### config.mk
export PLATFORM = sky130hd
export DESIGN_NAME = calc_op_sched
export DESIGN_NICKNAME = d
export VERILOG_FILES = /design/src/rtl/calc_pkg.sv /design/src/rtl/calc_res_mux.sv /design/src/rtl/calc_op_sched.sv
export SDC_FILE = /design/constraint.sdc
export NUM_CORES = 1
export LEC_CHECK = 0
export CELL_PAD_IN_SITES_DETAIL_PLACEMENT = 1
export CELL_PAD_IN_SITES_GLOBAL_PLACEMENT = 2
export CORE_AREA = 2 2 131 133
export DETAILED_ROUTE_END_ITERATION = 8
export DIE_AREA = 0 0 133 135
export PLACE_DENSITY = 0.82
export SLEW_MARGIN = 20
export SYNTH_ARGS = -nofsm -noshare
export SYNTH_HDL_FRONTEND = slang
export SYNTH_SLANG_ARGS = --single-unit
### constraint.sdc
create_clock -name clk -period 5.3 [get_ports clk]
set_clock_uncertainty 0.05 [all_clocks]
set_input_delay 0.795 -clock clk [delete_from_list [all_inputs] [get_ports clk]]
set_output_delay 0.795 -clock clk [all_outputs]
set_load 0.03 [all_outputs]
### src/rtl/calc_pkg.sv
// Shared constants for the UART calculator datapath: opcodes, scheduler
// state encoding, default widths and the watchdog error code.
package calc_pkg;

  localparam int unsigned DATA_W_DEF = 16;
  localparam int unsigned RES_W_DEF  = 32;
  localparam int unsigned WDOG_W     = 8;

  localparam logic [1:0] OP_ADD = 2'd0;
  localparam logic [1:0] OP_SUB = 2'd1;
  localparam logic [1:0] OP_MUL = 2'd2;
  localparam logic [1:0] OP_DIV = 2'd3;

  localparam logic [31:0] TIMEOUT_RES = 32'hFFFF_FFFF;

  typedef enum logic [1:0] {
    ST_IDLE  = 2'd0,
    ST_ISSUE = 2'd1,
    ST_WAIT  = 2'd2,
    ST_DONE  = 2'd3
  } sched_state_e;

endpackage

### src/rtl/calc_res_mux.sv
// Selects one unit's RES_W result slice by opcode; purely combinational so
// the TX formatter can reuse it.
module calc_res_mux
  import calc_pkg::*;
#(
  parameter int unsigned RES_W = RES_W_DEF
) (
  input  logic [1:0]         opcode_i,
  input  logic [4*RES_W-1:0] unit_res_i,
  output logic [RES_W-1:0]   res_c
);

  always_comb begin
    res_c = unit_res_i[0 +: RES_W];
    case (opcode_i)
      OP_ADD:  res_c = unit_res_i[0*RES_W +: RES_W];
      OP_SUB:  res_c = unit_res_i[1*RES_W +: RES_W];
      OP_MUL:  res_c = unit_res_i[2*RES_W +: RES_W];
      OP_DIV:  res_c = unit_res_i[3*RES_W +: RES_W];
      default: res_c = unit_res_i[0 +: RES_W];
    endcase
  end

endmodule

### src/rtl/calc_op_sched.sv
// Operation scheduler between the command parser and the add/sub/mul/div units.
// Define CALC_TIMEOUT_EN to add a WAIT-state watchdog (TIMEOUT_CYCLES).
module calc_op_sched
  import calc_pkg::*;
#(
  parameter int unsigned DATA_W = DATA_W_DEF,
  parameter int unsigned RES_W  = RES_W_DEF
`ifdef CALC_TIMEOUT_EN
  ,
  parameter int unsigned TIMEOUT_CYCLES = 255
`endif
) (
  input  logic               clk,
  input  logic               rst,
  input  logic               parser_done,
  output logic               parser_ready,
  input  logic [1:0]         opcode,
  input  logic [DATA_W-1:0]  src1,
  input  logic [DATA_W-1:0]  src2,
  output logic [3:0]         unit_start,
  output logic [DATA_W-1:0]  op_src1,
  output logic [DATA_W-1:0]  op_src2,
  input  logic [3:0]         unit_done,
  input  logic [4*RES_W-1:0] unit_res,
  output logic               res_valid,
  input  logic               res_ready,
  output logic [RES_W-1:0]   calc_res,
  output logic               calc_err,
  output logic               busy
);

  sched_state_e       state_q;
  logic [1:0]         op_q;
  logic [RES_W-1:0]   sel_res_c;
`ifdef CALC_TIMEOUT_EN
  logic [WDOG_W-1:0]  wdog_q;
`endif

  calc_res_mux #(.RES_W(RES_W)) u_res_mux (
    .opcode_i   (op_q),
    .unit_res_i (unit_res),
    .res_c      (sel_res_c)
  );

  always_ff @(posedge clk or posedge rst) begin
    if (rst) begin
      state_q      <= ST_IDLE;
      op_q         <= '0;
      op_src1      <= '0;
      op_src2      <= '0;
      unit_start   <= '0;
      parser_ready <= 1'b1;
      res_valid    <= 1'b0;
      calc_res     <= '0;
      calc_err     <= 1'b0;
      busy         <= 1'b0;
`ifdef CALC_TIMEOUT_EN
      wdog_q       <= '0;
`endif
    end else begin
      unit_start <= '0;
      case (state_q)
        ST_IDLE: begin
          if (parser_done) begin
            op_q         <= opcode;
            op_src1      <= src1;
            op_src2      <= src2;
            parser_ready <= 1'b0;
            busy         <= 1'b1;
            state_q      <= ST_ISSUE;
            // Start is registered here so it lands exactly in the ISSUE cycle.
            if (!(opcode == OP_DIV && src2 == '0)) begin
              unit_start <= 4'b0001 << opcode;
            end
          end
        end
        ST_ISSUE: begin
          if (op_q == OP_DIV && op_src2 == '0) begin
            calc_res  <= '0;
            calc_err  <= 1'b1;
            res_valid <= 1'b1;
            state_q   <= ST_DONE;
          end else begin
            state_q <= ST_WAIT;
`ifdef CALC_TIMEOUT_EN
            wdog_q  <= '0;
`endif
          end
        end
        ST_WAIT: begin
          if (unit_done[op_q]) begin
            calc_res  <= sel_res_c;
            calc_err  <= 1'b0;
            res_valid <= 1'b1;
            state_q   <= ST_DONE;
`ifdef CALC_TIMEOUT_EN
          end else if (wdog_q == WDOG_W'(TIMEOUT_CYCLES - 1)) begin
            calc_res  <= RES_W'(TIMEOUT_RES);
            calc_err  <= 1'b1;
            res_valid <= 1'b1;
            state_q   <= ST_DONE;
          end else begin
            wdog_q <= wdog_q + WDOG_W'(1);
`endif
          end
        end
        ST_DONE: begin
          if (res_ready) begin
            res_valid    <= 1'b0;
            parser_ready <= 1'b1;
            busy         <= 1'b0;
            state_q      <= ST_IDLE;
          end
        end
        default: state_q <= ST_IDLE;
      endcase
    end
  end

endmodule

==> flow_summary.json, run 1 <==
{
  "drc_errors": 0,
  "seq_area_frac_synth_pct": 49.1,
  "synth_cell_types": 33,
  "first_pass_iters": 4,
  "nets": 665,
  "synthTopCellsByArea": "dfrtp_1 (48%), mux4_1 (11%), mux4_2 (9.9%)",
  "ir_drop_uv": 241,
  "cts_hold_buf": 0,
  "start_kind": "flop",
  "cts_tree": "yes",
  "path_max_fanout": 33,
  "drt_iter0_drc": 113,
  "pwr-share-comb_pct": 56.7,
  "path_cells": "buf_4, and4bb_1, nand3_1, o22ai_4, nand2_2, a22o_1",
  "vias": 3323,
  "synth_most_common_cell": "dfrtp_1",
  "start_util_pct": 23.6,
  "clock.fmax_mhz": 379,
  "setup_violations": 0,
  "netlist_instances": 253,
  "cts_buffer_depth": 2,
  "async_flop_share_pct": 100,
  "die_area_um2": 18000,
  "clkPwrFrac_pct": 15.8,
  "wire_per_inst_um": 19.8,
  "cp.arrival_ns": 2.80,
  "p_sw_share_pct": 41.2,
  "grt_pass1_wl_mm": 21.9,
  "cp_slowest_cell": "buf_4",
  "grt_max_degree": 40,
  "period_needed_ns": 2.64,
  "fin_util_pct": 41.1,
  "fillers": 1700,
  "antenna_found_initial": 1,
  "yosys_register_bits": 76,
  "fp.dieW_um": 133,
  "cts_setup_buffers": 0,
  "core_area_um2": 16400,
  "synth_edf_count": 0,
  "yosys_warnings": 0,
  "r2r_setup_slack_ns": 2.66,
  "crit_type": "reg -> reg",
  "hold_violations": 0,
  "path_clk_slew_ns": 0.06,
  "dp_hpwl_mm": 11.2,
  "synthFlopType": "dfrtp_1",
  "worstHoldPathType": "reg -> reg",
  "cp-end-kind": "flop",
  "syn_to_final_growth_pct": 73.8,
  "p_int_mw": 2.17,
  "slew_headroom_pct": 55.3,
  "synth_area_um2": 3880,
  "io_pins": 242,
  "numCtsBuffers": 9,
  "worstMarginPinSlew_ns": 0.668,
  "synth_area_leader_cell": "dfrtp_1",
  "outcome": "finished clean",
  "grtUsageTotal_pct": 15.9,
  "synth_commonest_cells": "dfrtp_1 (75), a22o_1 (34), mux2_1 (32)",
  "die_y_um": 135,
  "power.density_nw_per_um2": 547,
  "cts_root_buf": "clkbuf_16",
  "fin_crit_sh_pct": 49.7,
  "clock_latency_ns": 0.33,
  "cts_resized": 0,
  "final_antenna_net_count": 0,
  "slew_viol_final": 0,
  "maxCapViolCount": 0,
  "viasPerCell": 4.63,
  "wirelength_mm": 14.2,
  "cpPeakStageDelay_ns": 0.52,
  "row_count": 47,
  "drive_gt1_share_pct": 8.27,
  "setup_tns_ns": 0,
  "overflow": 0,
  "synth_nets": 427,
  "crit_family": "simple AND/OR/NAND/NOR gates",
  "crit_buf_inv": 1,
  "io_buffers": 241,
  "avgSynthCellArea_um2": 15.3,
  "yosys.area.top_type_share_pct": 48.4,
  "gp_congestion": 0.795,
  "rsz0062_at_grt": "no",
  "cts_sinks": 76,
  "p_switching_mw": 1.52,
  "grt_pass1_vias": 3801,
  "leakage_nw": 2.72,
  "h-tree-depth": 3,
  "worst_ep_required_time_ns": 5.46,
  "seqPwrFrac_pct": 27.5
}
metrics by stage:
step	instances	total power, mW	hold WS [ns]	setup WS (ns)	area [µm²]
3_3_place_gp	700	3.08	0.426	2.60	6450
3_5_place_dp	700	3.14	0.432	2.53	6450
2_1_floorplan	253	2.30	0.456	2.52	3880
4_1_cts	716	3.75	0.445	2.60	6740
5_1_grt	717	3.90	0.459	2.42	6740
6_report	717	3.69	0.441	2.66	6740
metal layers:
metal | share of wire (%) | wire [µm] | GRT usage (%)
met1 | 38 | 5410 | 18.0
met4 | 2.0 | 283 | 5.73
met3 | 5.9 | 834 | 3.90
met2 | 54 | 7700 | 29.2
met5 | 0 | 0 | 0
path summary, 6_finish.rpt:
kind,start,to,cells after the start
setup / recovery,op_q[0],calc_res[20],6
hold / removal,op_src1[1],op_src1[1],1
setup reg to reg,op_q[0],calc_res[20],6
hold reg to reg,op_src1[1],op_src1[1],1
max in group asynchronous,rst,op_q[0],3
min in group asynchronous,rst,op_src1[15],2
cell usage in the layout, fill, tap and decap left out, types with 4 or more instances in the layout:
cell,instances
clkdlybuf4s50_1,241
dfrtp_1,74
a22o_1,34
mux2_1,32
mux4_2,17
mux4_1,16
nand2_1,9
clkbuf_16,9
inv_1,8
nor4_1,7
buf_4,5
nand3_1,4
nor2_1,4
ha_1,4
area by class of cell:
cell class	instances	area, µm²	share of cell area (%)
repair buffers	246	2450	36.4
flip-flops and latches	76	1900	28.3
multi-input cells	149	1790	26.5
clock buffers	15	278	4.12
well taps	220	275	4.09
inverters	9	35.0	0.520
clock inverters	1	5.00	0.0743
diodes	1	2.50	0.0371
cell families after synthesis:
group           count (synthesis)  synth area share, %
compound gates                 48                 10.3
fa+ha+maj                       4                 1.29
buf+inv                        28                 4.78
flops                          76                 49.1
mux                            65                 30.0
simple gates                   32                 4.52
registers in the layout, summed over array words and instances (netlist names):
name / count
parser_ready: 1
op_src1: 16
res_valid: 1
state_q: 2
calc_err: 1
busy: 1
op_src2: 16
op_q: 2
unit_start: 4
calc_res: 32
worst reg2reg max path, delay by kind of cell, from the launching register on:
kind,cells,cell delay [ns]
buffers and inverters,1,0.52
DFF,1,0.40
and+or+nand+nor,3,0.89
AOI/OAI and AO/OA,2,0.66
power groups by stage:
stage	Clock (mW)	Combinational (mW)	Sequential (mW)
floorplan	0	0.820	1.48
global placement	0	2.07	1.01
detailed placement	0	2.12	1.03
CTS	0.607	2.12	1.02
global route	0.631	2.21	1.05
finish	0.584	2.09	1.01
(Power assumes the default switching activity.)
==> run 2, diff against run 1 <==
Settings changed: CORE_AREA 2 2 131 133 to 2 2 133 135, DIE_AREA 0 0 133 135 to 0 0 135 137, PLACE_DENSITY 0.82 to 0.8.
Clock period 5.3 ns to 2.6 ns, I/O delays scaled along.
==> run 2 against run 1 <==
  * Cell count is 0.84% higher
  * Via count is 1.1% lower
  * Final area is 0.85% higher
  * Sequential cell count stayed put
  * Register-to-register slack worse by 2.2 ns
  * Maximum frequency is 24% higher
  * Power is 110% higher
  * Sequential power is 100% higher
  * Setup slack worse by 2.2 ns
  * Global-route usage is 1.3 points lower
==> flow_summary.json, run 2 (synthesis gave the netlist of run 1 again) <==
{
  "power.density_nw_per_um2": 1120,
  "reg2reg_to": "calc_res[27]",
  "row_count": 48,
  "nets": 667,
  "cpPeakStageDelay_ns": 0.49,
  "start_util_pct": 22.7,
  "io_pins": 242,
  "start_kind": "flop",
  "setup_violations": 0,
  "syn_to_final_growth_pct": 75.3,
  "core_area_um2": 17100,
  "grtUsageTotal_pct": 14.6,
  "worst_ep_required_time_ns": 2.81,
  "fin_ws_ns": 0.472,
  "path_cells": "nor4_1, nand3_1, o22ai_4, and3_1, buf_4, a22o_1",
  "path_max_fanout": 32,
  "final_cell_area_um2": 6800,
  "antenna_found_initial": 0,
  "h-tree-depth": 3,
  "r2r_setup_slack_ns": 0.47,
  "cts_buffer_depth": 2,
  "gp_congestion": 0.707,
  "die_y_um": 137,
  "drc_errors": 0,
  "setup_tns_ns": 0,
  "die_area_um2": 18500,
  "ir_drop_uv": 558,
  "overflow": 0,
  "drive_gt1_share_pct": 8.63,
  "cp-end-kind": "flop",
  "slew_viol_final": 0,
  "largest_register_ffs": 32,
  "n_antenna_cell": 0,
  "fin_crit_sh_pct": 81.8,
  "maxCapViolCount": 0,
  "numCtsBuffers": 9,
  "cts_root_buf": "clkbuf_16",
  "cp.arrival_ns": 2.34,
  "first_pass_iters": 4,
  "rsz0062_at_grt": "no",
  "fp.dieW_um": 135,
  "r2r_start": "op_src2[2]",
  "top_regs": "calc_res (32), op_src1 (16), op_src2 (16)",
  "dpl_cell_area_um2": 6500,
  "clock_latency_ns": 0.33,
  "met2_wirelength_mm": 7.20,
  "viasPerCell": 4.54,
  "hold_violations": 0,
  "wirelength_mm": 13.9,
  "place_ws_ns": 0.362,
  "final_antenna_net_count": 0,
  "cts_hold_buf": 0,
  "cts_sinks": 76,
  "topRoutingLayerUsed": "met4",
  "crit_start": "op_src2[2]",
  "period_needed_ns": 2.13,
  "dr_wl_met3_mm": 1.16,
  "cts_resized": 0,
  "worstHoldPathType": "in -> async",
  "grt_pass1_vias": 3563,
  "leakage_nw": 2.74,
  "grt_max_degree": 49,
  "worstRegToRegCells": 6,
  "dp_hpwl_mm": 10.9,
  "final_cell_mix": "clkdlybuf4s50_1 (241), dfrtp_1 (74), a22o_1 (34)",
  "clock.fmax_mhz": 470,
  "crit_type": "reg -> reg",
  "power_mw": 7.63,
  "slew_headroom_pct": 63.1,
  "fillers": 1820,
  "dp.cells": 707,
  "wire_per_inst_um": 19.2,
  "finalNonFillerCells": 723,
  "final_common_cell": "clkdlybuf4s50_1",
  "drt_iter0_drc": 45,
  "wl_met1_mm": 5.42,
  "cts_tree": "yes",
  "worstMarginPinSlew_ns": 0.553,
  "largest-register": "calc_res",
  "io_buffers": 241,
  "grt_pass1_wl_mm": 20.7,
  "path_clk_slew_ns": 0.06,
  "vias": 3285,
  "cp_slowest_cell": "nor4_1",
  "cts_setup_buffers": 0,
  "outcome": "finished clean"
}
-- run 2: cell type report --
type	count	area (µm²)	area share (%)
clock buffer	13	250	3.68
clock inverter	3	46.3	0.681
inverter	9	35.0	0.516
multi-input combinational	149	1790	26.3
sequential	76	1900	28.0
tap	225	282	4.14
timing repair buffer	248	2490	36.6
-- run 2: metal layers --
metal	track usage, %	vias to the layer above
met3	5.04	7
li1	-	1493
met5	0	-
met1	16.8	1659
met4	3.24	0
met2	26.1	126
-- run 2: how the worst max path moves through the flow --
stage                     slack (ns)      endpoint
after global placement          0.44  calc_res[15]
final                           0.47  calc_res[27]
after detailed placement        0.36  calc_res[21]
after floorplan                 0.22          busy
after CTS                       0.42  calc_res[21]
after global routing            0.21  calc_res[21]
-- run 2: critical path, delay by kind of cell, from the launching register on --
kind                   cells  cell delay [ns]
AOI/OAI and AO/OA          2             0.39
and+or+nand+nor            3             0.89
DFF                        1             0.39
buffers and inverters      1             0.33
-- run 2: metrics by stage --
stage	hold slack, ns	utilization (%)
2_1_floorplan	0.406	-
3_3_place_gp	0.426	38.1
3_5_place_dp	0.434	38.1
4_1_cts	0.377	39.8
5_1_grt	0.424	39.8
6_report	0.375	39.8
-- run 2: where the power goes --
group	total [mW]	internal, mW	switching [mW]
Sequential	2.07	1.72	0.350
Combinational	4.31	2.02	2.29
Clock	1.24	0.772	0.471
==> run 3, diff against run 2 <==
Settings changed: CORE_AREA 2 2 133 135 to 2 2 143 145, DIE_AREA 0 0 135 137 to 0 0 145 147, PLACE_DENSITY 0.8 to 0.74.
Clock period 2.6 ns to 1.8 ns, I/O delays scaled along.
==> run 3 against run 2 <==
  * The flow now finishes with violations (negative setup slack)
  * Die area is 15% higher
  * Maximum frequency rose by 14%
  * Sequential share of layout area decreased by 2.3 points
  * Sequential power increased by 47%
  * Final area grew 9.0%
  * Wire length is 11% higher
==> flow_summary.json, run 3 (synthesis gave the netlist of run 1 again) <==
{
  "largest_register_ffs": 32,
  "cts_hold_buf": 0,
  "syn_to_final_growth_pct": 91.1,
  "dpl_cell_area_um2": 6750,
  "start_kind": "flop",
  "maxCapViolCount": 0,
  "io_buffers": 241,
  "period_needed_ns": 1.87,
  "start_util_pct": 19.5,
  "violations": "negative setup slack",
  "viasPerCell": 4.36,
  "crit_start": "op_src2[10]",
  "cp.arrival_ns": 2.05,
  "worstHoldPathType": "in -> async",
  "n_antenna_cell": 0,
  "largest-register": "calc_res",
  "h-tree-depth": 3,
  "worstRegToRegCells": 8,
  "grtUsageTotal_pct": 14.5,
  "worstMarginPinSlew_ns": 0.547,
  "wirelength_mm": 15.5,
  "rsz0062_at_grt": "yes",
  "r2r_start": "op_src2[10]",
  "cp-end-kind": "flop",
  "slew_headroom_pct": 63.2,
  "overflow": 0,
  "die_area_um2": 21300,
  "gp_congestion": 0.797,
  "ir_drop_uv": 688,
  "fin_ws_ns": -0.0711,
  "path_max_fanout": 9,
  "top_regs": "calc_res (32), op_src1 (16), op_src2 (16)",
  "fin_crit_sh_pct": 104,
  "numCtsBuffers": 9,
  "r2r_setup_slack_ns": -0.07,
  "power.density_nw_per_um2": 1680,
  "io_pins": 242,
  "final_antenna_net_count": 0,
  "final_cell_area_um2": 7410,
  "row_count": 52,
  "slew_viol_final": 0,
  "final_cell_mix": "clkdlybuf4s50_1 (228), dfrtp_1 (73), a22o_1 (34)",
  "fp.dieW_um": 145,
  "cts_root_buf": "clkbuf_16",
  "die_y_um": 147,
  "drt_iter0_drc": 74,
  "drive_gt1_share_pct": 17.2,
  "nets": 699,
  "path_clk_slew_ns": 0.06,
  "dp_hpwl_mm": 11.5,
  "dp.cells": 770,
  "grt_pass1_wl_mm": 23.6,
  "leakage_nw": 3.05,
  "clock.fmax_mhz": 534,
  "cts_sinks": 76,
  "core_area_um2": 19800,
  "drc_errors": 0,
  "grt_max_degree": 77,
  "place_ws_ns": -0.280,
  "cts_buffer_depth": 2,
  "hold_violations": 0,
  "wire_per_inst_um": 19.4,
  "grt_pass1_vias": 3994,
  "clock_latency_ns": 0.34,
  "fillers": 2090,
  "endpoint": "calc_res[9]",
  "vias": 3487,
  "final_common_cell": "clkdlybuf4s50_1",
  "antenna_found_initial": 0,
  "outcome": "finished, violations left",
  "reg2reg_to": "calc_res[9]",
  "crit_type": "reg -> reg",
  "setup_violations": 33,
  "cts_tree": "yes",
  "first_pass_iters": 4,
  "worst_ep_required_time_ns": 1.98,
  "finalNonFillerCells": 799
}
[run 3: layout make-up]
type	count	area, µm²	share of cell area (%)
tap	270	338	4.56
clock buffer	11	243	3.28
inverter	9	37.5	0.507
multi-input combinational	149	1920	25.9
sequential	76	1910	25.7
timing repair buffer	280	2860	38.7
clock inverter	4	97.6	1.32
[run 3: layer usage]
metal / track usage, % / vias to the layer above / wire length [µm]
li1: - / 1559 / -
met4: 5.79 / 0 / 360
met2: 25.7 / 130 / 8210
met3: 2.92 / 21 / 711
met5: 0 / - / 0
met1: 17.3 / 1777 / 6180
[run 3: critical path, cell delays in order (launching register included)]
cell and delay, ns:
dfrtp_1 0.41, nor4_4 0.30, buf_4 0.16, nand3_4 0.07, o22ai_4 0.15, buf_6 0.15, nand2_8 0.07, clkbuf_16 0.17
a22o_1 0.23
[run 3: timing repair]
action | 4_1_cts | 5_1_grt
buffers inserted | 6 | 6
setup endpoints to repair | 39 | 40
resized for setup | 24 | 15
cloned | 3 | 1
pin swaps | 14 | 9
[run 3: worst min-delay path by stage]
stage                      from             to  slack, ns  cells past startpoint
floorplan             opcode[0]  unit_start[2]       0.29                      1
global placement     op_src1[6]     op_src1[6]       0.42                      1
detailed placement  op_src1[10]    op_src1[10]       0.43                      1
CTS                         rst    op_src1[12]       0.37                      3
global route                rst    op_src1[12]       0.42                      3
finish                      rst   calc_res[19]       0.37                      3
[run 3: power by group]
group | internal [mW] | total (mW) | switching, mW
clock | 1.39 | 2.10 | 0.714
sequential | 2.49 | 3.04 | 0.551
combinational | 3.66 | 7.33 | 3.68
total | 7.53 | 12.5 | 4.94
[run 3: stage by stage]
stage / hold WS [ns] / power (mW) / util, % / setup TNS [ns]
3_5_place_dp: 0.432 / 9.86 / 34.0 / -6.76
2_1_floorplan: 0.286 / 6.78 / - / -1.64
5_1_grt: 0.416 / 13.2 / 37.3 / -4.47
3_3_place_gp: 0.424 / 9.70 / 34.0 / -5.23
4_1_cts: 0.373 / 12.4 / 36.7 / -2.18
6_report: 0.370 / 12.5 / 37.3 / -1.65
